`src/rtl/arm_pipe_pkg.sv`:
```
// Shared types and constants for the ARM pipeline front end.
package arm_pipe_pkg;

  localparam int unsigned WORD_W = 32;

  localparam logic [WORD_W-1:0] NOP_INST = 32'h0000_0000;
  localparam logic [WORD_W-1:0] RESET_PC = 32'h0000_0000;

  typedef struct packed {
    logic [WORD_W-1:0] pc;
    logic [WORD_W-1:0] inst;
    logic              valid;
  } if_id_t;

endpackage

```
`src/rtl/if_stage_unit_pc_reg.sv`:
```
// Program-counter register: async active-low reset, load-enabled update.
module pc_reg
  import arm_pipe_pkg::*;
#(
  parameter logic [WORD_W-1:0] RESET_VAL = '0
) (
  input  logic              clk,
  input  logic              rst,
  input  logic              load,
  input  logic [WORD_W-1:0] d,
  output logic [WORD_W-1:0] q
);

  always_ff @(posedge clk or negedge rst) begin
    if (!rst) begin
      q <= RESET_VAL;
    end else if (load) begin
      q <= d;
    end
  end

endmodule

```
`src/rtl/if_stage_unit.sv`:
```
// Instruction-fetch stage: PC, imem addressing and the IF/ID pipeline register.
// Optional fetch/stall counters are built when IF_PERF_CNT_EN is defined.
module if_stage_unit
  import arm_pipe_pkg::*;
#(
  parameter logic [WORD_W-1:0] RESET_PC = arm_pipe_pkg::RESET_PC,
  parameter logic [WORD_W-1:0] NOP_INST = arm_pipe_pkg::NOP_INST
) (
  input  logic              clk,
  input  logic              rst,
  input  logic              freeze,
  input  logic              branch_taken,
  input  logic [WORD_W-1:0] branch_adr,
  output logic [WORD_W-1:0] imem_adr,
  input  logic [WORD_W-1:0] imem_inst,
  output logic [WORD_W-1:0] pc_plus4,
  output logic [WORD_W-1:0] id_pc,
  output logic [WORD_W-1:0] id_inst,
  output logic              id_valid
`ifdef IF_PERF_CNT_EN
  ,
  output logic [WORD_W-1:0] fetch_cnt,
  output logic [WORD_W-1:0] stall_cnt
`endif
);

  logic [WORD_W-1:0] pc;
  logic [WORD_W-1:0] pc_next;
  logic              pc_load;
  if_id_t            if_id;

  // A redirect always loads; otherwise the PC advances unless frozen.
  assign pc_load = branch_taken | ~freeze;
  assign pc_next = branch_taken ? (branch_adr & ~WORD_W'(3)) : pc_plus4;

  pc_reg #(
    .RESET_VAL(RESET_PC)
  ) u_pc_reg (
    .clk (clk),
    .rst (rst),
    .load(pc_load),
    .d   (pc_next),
    .q   (pc)
  );

  assign pc_plus4 = pc + WORD_W'(4);
  assign imem_adr = {2'b00, pc[WORD_W-1:2]};

  // IF/ID register: flush beats freeze, freeze beats load.
  always_ff @(posedge clk or negedge rst) begin
    if (!rst) begin
      if_id <= '{pc: '0, inst: NOP_INST, valid: 1'b0};
    end else if (branch_taken) begin
      if_id <= '{pc: '0, inst: NOP_INST, valid: 1'b0};
    end else if (!freeze) begin
      if_id <= '{pc: pc_plus4, inst: imem_inst, valid: 1'b1};
    end
  end

  assign id_pc    = if_id.pc;
  assign id_inst  = if_id.inst;
  assign id_valid = if_id.valid;

`ifdef IF_PERF_CNT_EN
  // Counters wrap naturally at 2^32.
  always_ff @(posedge clk or negedge rst) begin
    if (!rst) begin
      fetch_cnt <= '0;
      stall_cnt <= '0;
    end else if (!branch_taken) begin
      if (freeze) begin
        stall_cnt <= stall_cnt + WORD_W'(1);
      end else begin
        fetch_cnt <= fetch_cnt + WORD_W'(1);
      end
    end
  end
`endif

endmodule

```
`config.mk`:
```
export PLATFORM = sky130hd
export DESIGN_NAME = if_stage_unit
export DESIGN_NICKNAME = d
export VERILOG_FILES = /design/src/rtl/arm_pipe_pkg.sv /design/src/rtl/if_stage_unit_pc_reg.sv /design/src/rtl/if_stage_unit.sv
export SDC_FILE = /design/constraint.sdc
export NUM_CORES = 1
export LEC_CHECK = 0
export BUFFER_PORTS_ARGS = -buffer_cell sky130_fd_sc_hd__buf_2
export CORE_MARGIN = 2
export CORE_UTILIZATION = 30
export DETAILED_ROUTE_END_ITERATION = 6
export SLEW_MARGIN = 10
export SYNTH_ARGS = -nofsm -noshare
export SYNTH_HDL_FRONTEND = slang
export SYNTH_SLANG_ARGS = --single-unit
```
`constraint.sdc`:
```
create_clock -name clk -period 2.45 [get_ports clk]
set_clock_uncertainty 0.2 [all_clocks]
set_input_delay 0 -clock clk [delete_from_list [all_inputs] [get_ports clk]]
set_output_delay 0 -clock clk [all_outputs]
set_load 0.1 [all_outputs]
```
==> results.md, run 1 <==
* Core Area at about 16000 um^2
* Fin crit share at 102%
* Pwr/cell area at 657 nW/um^2
* I/O pin cnt at 197
* Hold Crit Class: input port to asynchronous set/reset pin
* TritonRoute pass-1 iters at 5
* GPL Wtd Cong at slightly above 0.8
* Internal power at 2.97 mW
* Initial antenna violation count at 0
* Switch share at 45.5%
* Number of flops mapped to enable cells by yosys at 0
* Status: finished, violations left
* Initial Util at between 30% and 40%
* R2R setup slack at about 0.07 ns
* Vias in the first global route at 5125
* Netlist cell types at 45
* Actual slew at the worst max-slew pin at ~0.72 ns
* Iter 0 DRT Violations at between 300 and 400
* Failing checks: negative setup slack
* Mapped cell area at a little under 5000 um^2
* Nets at a little under 900
* Critical-path cell list: nand4_1, buf_4, or4_4, or3_4, nand2_4, buf_12
* WP buf/inv at 2
* Clk pwr share at between 20% and 30%
* Post-synthesis sequential area ratio at between 40% and 50%
* CTS tree: built
* Global-route wire length before repair at 27800 um
* R2R Path End: u_pc_reg.q[14]
* Die Span Y at about 130 um
* Syn. warnings at 0
* Clock Sink Count at 94
* Final-report hold violation count at 0
* Critical Path Max Stage Delay at 0.57 ns
* CTS Root Cell: clkbuf_16
* Cells after Synth at approximately 510
* Row count at 46
* Largest net degree at the start of global routing at 64
* Final hold slack at 0.0436 ns
* Top delay family on crit path: simple AND/OR/NAND/NOR gates
* Clk pin slew, worst setup/hold paths at 0.07 ns
* Layout cells sized above 1 at 44.0%
* Yosys reg bits at 94
* Dpl hpwl at between 10000 and 15000 um
* Ys async rst share at 100%
* Die Area at between 15000 and 20000 um^2
* Register Area at ~2400 um^2
* Vias at 5073
* Slew HR at 51.7%
* Commonest non-fill, non-tap cell in the layout: buf_2
* Antenna fix cells at 0
* Worst path arrival time at roughly 2.3 ns
* Critical path class: flop to output port
* Residual DRC at 0
* Crit start category: flop
* Filler Cells Inserted at approximately 1.4k
* WP data required at ~2.3 ns
* Clock latency on the worst-skew pair at between 0.3 and 0.4 ns
* Max-cap violations at 0
* Port Buf Inserts at 190
* Leak at ~3.9 nW
* Psw at 2.49 mW
* Beginning of the worst register-to-register path: u_pc_reg.q[3]
* Die span in x at approximately 130 um
* Area delta synth->final at 71.4%
* Post-synthesis area per instance at 9.54 um^2
* Total CTS buffers at 9
* Worst setup margin at -0.0604 ns
* GRT Total Usage at between 20% and 30%
* Multi-input logic area at between 2000 and 3000 um^2
* Final cell count without fillers at a little over 1k
* Routed Antenna Nets at 0
* Gate power share at between 40% and 50%
* Clk buf depth at 2
* Top_reg_cell synth: dfrtp_1
* Placed cell count at slightly above 900
* Share of power burned in registers at roughly a third
* Post-Place Worst Slack at a little over 0.06 ns
* Routed length per instance at 16.9 um
* Grt ovf at 0
* Setup crit end kind: output port
* Reg2Reg Depth at 7
* H-tree depth at 3
* Fin util at between 50% and 60%
* Most frequent cells in the layout: buf_2, dlygate4sd3_1, dfrtp_1, nor2_1, buf_4
* Final count of pins violating max slew at 0
* Setup violations, final at 8
* Min Tclk post-route at about 2.5 ns
* Worst VDD drop at between 400 and 500 uV
* F_max at around 400 MHz
* CP max FO at 5
* Vias per Instance at 4.96
* Total wire length at roughly 17000 um
* Slowest library cell on the worst path: or4_4
* RSZ-0062 raised after global routing: true
state kept, by name, indices dropped and copies added, names as in the netlist:
register and count:
id_inst 32, id_pc 31, id_valid 1, u_pc_reg.q 30
timing repair:
| action | in CTS | in global routing |
|---|---|---|
| resized for setup | 23 | 28 |
| pin swaps | 12 | 8 |
| setup buffers | 20 | 4 |
| hold buffers | 75 | 0 |
| setup endpoints to repair | 13 | 25 |
| endpoints found under the hold margin | 130 | 0 |
| gates cloned | 3 | 0 |
power by group through the flow:
stage | combinational, mW | clock (mW) | sequential [mW]
global route | 2.42 | 1.41 | 1.83
CTS | 2.31 | 1.35 | 1.81
global placement | 2.16 | 0 | 1.84
detailed placement | 2.17 | 0 | 1.84
floorplan | 0.834 | 0 | 2.67
finish | 2.33 | 1.31 | 1.81
metrics by stage:
stage | power, mW | cell area (um^2) | setup TNS, ns
final | 5.46 | 8310 | -0.276
after global routing | 5.66 | 8310 | -0.906
after CTS | 5.48 | 8160 | -0.164
after detailed placement | 4.01 | 6870 | 0
after global placement | 3.99 | 6870 | 0
after floorplan | 3.50 | 5330 | -4.34
routing by layer:
metal / wire [um] / vias up / GRT usage, %
met2: 8420 / 185 / 33.2
met3: 1240 / 22 / 4.51
met4: 320 / 0 / 6.76
met5: 0 / - / 0
li1: - / 2399 / -
met1: 7280 / 2467 / 26.6
logic make-up (layout without fill, tap and decap cells):
kind of cell | after synthesis | count (layout) | share of synthesized area, %
fa+ha+maj | 1 | 1 | 0.258
xor+xnor | 28 | 28 | 5.06
flops | 94 | 94 | 48.5
compound gates | 97 | 97 | 13.3
simple gates | 202 | 205 | 21.2
buf+inv | 53 | 345 | 4.96
other cells | 1 | 4 | 0.0774
mux | 32 | 32 | 6.61
cell usage after synthesis (2+ instances only):
cell type / number / area [um^2]
buf_4: 6 / 45.0
and3_1: 4 / 25.0
nand2_1: 46 / 173
a31oi_1: 16 / 100
inv_1: 5 / 18.8
clkinv_1: 2 / 7.51
nor4_1: 6 / 37.5
nor2_1: 67 / 251
and4_1: 6 / 52.6
o211a_1: 4 / 40.0
a31o_2: 2 / 17.5
or4_1: 11 / 82.6
buf_1: 4 / 15.0
o311a_1: 2 / 20.0
or2_2: 2 / 12.5
xor2_1: 14 / 123
mux2i_1: 32 / 320
a311oi_1: 10 / 87.6
nand2b_1: 7 / 43.8
o31ai_1: 8 / 60.1
nor2b_1: 2 / 12.5
clkbuf_2: 2 / 10.0
o211ai_1: 2 / 15.0
or3_1: 14 / 87.6
nand4_1: 13 / 81.3
buf_2: 7 / 35.0
nand3_2: 2 / 20.0
nor3_1: 8 / 40.0
nand3_1: 8 / 40.0
o21a_1: 15 / 113
clkbuf_1: 26 / 97.6
a21oi_1: 6 / 30.0
o21ai_0: 31 / 155
xnor2_1: 14 / 123
dfrtp_1: 94 / 2350
cell type report:
class	instances	area share, %
multi-input combinational	367	34.2
timing repair buffer	323	30.0
sequential	94	29.1
inverter	7	0.316
tap	216	3.25
clock buffer	11	2.92
clock inverter	4	0.301
worst max-delay path by stage:
stage | start | endpoint | slack (ns) | cells past startpoint
global route | u_pc_reg.q[13] | pc_plus4[20] | -0.13 | 6
floorplan | u_pc_reg.q[5] | id_pc[16] | -0.39 | 7
detailed placement | u_pc_reg.q[2] | u_pc_reg.q[30] | 0.06 | 5
global placement | u_pc_reg.q[2] | u_pc_reg.q[30] | 0.06 | 5
finish | u_pc_reg.q[13] | pc_plus4[20] | -0.06 | 6
CTS | u_pc_reg.q[13] | pc_plus4[22] | -0.05 | 6
Note: power is estimated with default switching activity, not from simulation.
==> run 2: changes to the inputs <==
--- a/config.mk
+++ b/config.mk
@@ -9,6 +9,7 @@
 export CORE_MARGIN = 2
 export CORE_UTILIZATION = 30
 export DETAILED_ROUTE_END_ITERATION = 6
+export MAX_ROUTING_LAYER = met4
 export SLEW_MARGIN = 10
 export SYNTH_ARGS = -nofsm -noshare
 export SYNTH_HDL_FRONTEND = slang
==> constraint.sdc (replaced) <==
create_clock -name clk -period 2 [get_ports clk]
set_clock_uncertainty 0.2 [all_clocks]
set_input_delay 0 -clock clk [delete_from_list [all_inputs] [get_ports clk]]
set_output_delay 0 -clock clk [all_outputs]
set_load 0.1 [all_outputs]
==> run 2 against run 1 <==
Compared with the run above: the run still ends with negative setup slack left; first-iteration DRC count rose by 4.7%; clock power rose by 24%; utilization rose by 4.2 points; critical endpoint is now pc_plus4[16]; worst hold slack got worse by 0.020 ns; setup slack got worse by 0.46 ns; largest power group unchanged; count of clock-buffer cells in the layout did not move; global-route usage rose by 2.0 points; highest routed layer unchanged; critical path depth rose by 1.
==> results.md, run 2 (synthesis results as in run 1) <==
* Most frequent cells in the layout: buf_2, buf_4, dlygate4sd3_1, dfrtp_1, nor2_1
* Final-report hold violation count at 0 (unchanged)
* Routed Antenna Nets at 0 (unchanged)
* Fin crit share at 126%
* Most used routing layer: met2
* Routed length per instance at 17.4 um (+3.2%)
* Global-route wire length before repair at 29700 um (+6.9%)
* Residual DRC at 0 (unchanged)
* Setup_tns at -11.17 ns (-10.90 ns)
* Routing usage on met3 at 4.67% (+0.15 points)
* Clk pin slew, worst setup/hold paths at 0.07 ns (about the same)
* Critical path class: flop to output port
* Min Tclk post-route at approximately 2.5 ns
* Final cell count without fillers at 1071 (+4.8%)
* Clk buf depth at 2 (unchanged)
* Die span in x at 131 um (unchanged)
* WP data required at 1.80 ns (-0.45 ns)
* Largest register FFs at 32 (unchanged)
* Layout cells sized above 1 at 50.2% (+6.1 points)
* Total CTS buffers at 9 (unchanged)
* I/O pin cnt at 197 (unchanged)
* Vias in the first global route at 5619 (+9.6%)
* GPL Wtd Cong at 0.845 (+4.9%)
* Placed cell count at 959 (+6.0%)
* Setup crit end kind: output port
* CTS tree: built
* Die Span Y at 131 um (unchanged)
* Final count of pins violating max slew at 0 (unchanged)
* Actual slew at the worst max-slew pin at 0.673 ns (-0.0509 ns)
* Nets at 919 (+5.5%)
* Most common cell on crit path: buf_4
* Design area at 8970 um^2 (+7.9%)
* Slowest library cell on the worst path: or4_4
* Vias per Instance at 5.02 (+1.1%)
* Die Area at 17200 um^2 (unchanged)
* Hold Crit Class: input port to asynchronous set/reset pin
* CP Depth at 7 (+1)
* Met1 usage at 27.3% (+0.71 points)
* Total wire length at 18700 um (+8.2%)
* WP buf/inv at 4 (+2)
* Slew HR at 55.0% (+3.2 points)
* Reg2Reg Depth at 6 (-1)
* F_max at roughly 400 MHz
* Critical Path Max Stage Delay at 0.63 ns (+0.06 ns)
* Post-Place Worst Slack at -0.326 ns (-0.387 ns)
* GRT Total Usage at 22.2% (+2.0 points)
* Max-cap violations at 0 (unchanged)
* Initial Util at 30.6% (unchanged)
* Setup violations, final at 49 (+41)
* Top delay family on crit path: simple AND/OR/NAND/NOR gates
* Dpl hpwl at 12800 um (+12%)
* Status: finished, violations left
* Leak at 4.19 nW (+8.7%)
* Post-placement cell area at 7410 um^2 (+7.9%)
* Grt ovf at 0 (unchanged)
* CP max FO at 8 (+3)
* Failing checks: negative setup slack
* Final Power at 6.88 mW (+26%)
* CTS Root Cell: clkbuf_16
* Worst setup margin at -0.516 ns (-0.456 ns)
* Row count at 46 (unchanged)
* H-tree depth at 3 (unchanged)
* Critical-path cell list: nand4_4, or4_4, buf_4, buf_4, xnor2_4, buf_4, buf_12
* Crit start category: flop
* Largest net degree at the start of global routing at 45 (-30%)
* M2 GR Usage at 36.4% (+3.1 points)
* Antenna fix cells at 0 (unchanged)
* Iter 0 DRT Violations at 332 (+4.7%)
* Pwr/cell area at 767 nW/um^2 (+17%)
* Port Buf Inserts at 190 (unchanged)
* Final hold slack at 0.0237 ns (-0.0199 ns)
* RSZ-0062 raised after global routing: true
* Commonest non-fill, non-tap cell in the layout: buf_2
* Worst VDD drop at 518 uV (+28%)
* Core Area at 15800 um^2 (unchanged)
* TritonRoute pass-1 iters at 5 (unchanged)
* Clock Sink Count at 94 (unchanged)
* Clock latency on the worst-skew pair at 0.35 ns (about the same)
* Fin util at 56.6% (+4.2 points)
* Area delta synth->final at 85.0%
* Initial antenna violation count at 0 (unchanged)
* Worst path arrival time at 2.32 ns (about the same)
* Vias at 5376 (+6.0%)
[run 2: cell count changes in the layout (fill, tap and decap cells not counted), moves of 4 or more]
cell / previous run / this run
dlygate4sd3_1: 75 / 71
o31ai_2: 0 / 5
buf_6: 2 / 21
dfrtp_4: 13 / 19
a311oi_1: 10 / 1
buf_2: 167 / 162
a311oi_2: 0 / 9
buf_12: 23 / 28
buf_4: 56 / 89
[run 2: what timing repair did]
action                                 in CTS  in global routing
hold buffers                               71                  0
setup endpoints to repair                  51                 58
endpoints found under the hold margin     171                  0
cloned                                      2                  0
setup buffers                              13                 12
pin swaps                                  23                 29
resized for setup                          47                 48
[run 2: where the power goes]
group | switching [mW] | total, mW | internal, mW
Clock | 0.782 | 1.63 | 0.848
Sequential | 0.118 | 2.19 | 2.07
Combinational | 2.24 | 3.06 | 0.820
[run 2: routing by layer]
metal / routed length [um] / up-vias
li1: - / 2474
met1: 7870 / 2681
met2: 9270 / 189
met3: 1000 / 32
met4: 526 / 0
met5: 0 / -
[run 2: cell type report]
| class | instances | area (um^2) |
|---|---|---|
| fill | 1319 | 6860 |
| timing repair buffer | 373 | 3020 |
| multi-input combinational | 365 | 2950 |
| sequential | 94 | 2430 |
| tap | 216 | 270 |
| clock buffer | 11 | 233 |
| clock inverter | 5 | 35.0 |
| inverter | 7 | 26.3 |
[run 2: path summary, 6_finish.rpt]
path                       slack (ns)          start        endpoint
min reg2reg                      0.29       id_valid        id_valid
max in group asynchronous        0.44            rst  u_pc_reg.q[24]
max                             -0.52  u_pc_reg.q[7]    pc_plus4[16]
max reg2reg                     -0.29  u_pc_reg.q[7]  u_pc_reg.q[27]
min                              0.02            rst       id_pc[20]
min in group clk                 0.08         freeze  u_pc_reg.q[31]
[run 2: tightest hold or removal path, stage by stage]
cell and delay (ns):
dlygate4sd3_1 0.52, buf_4 0.17, buf_12 0.25
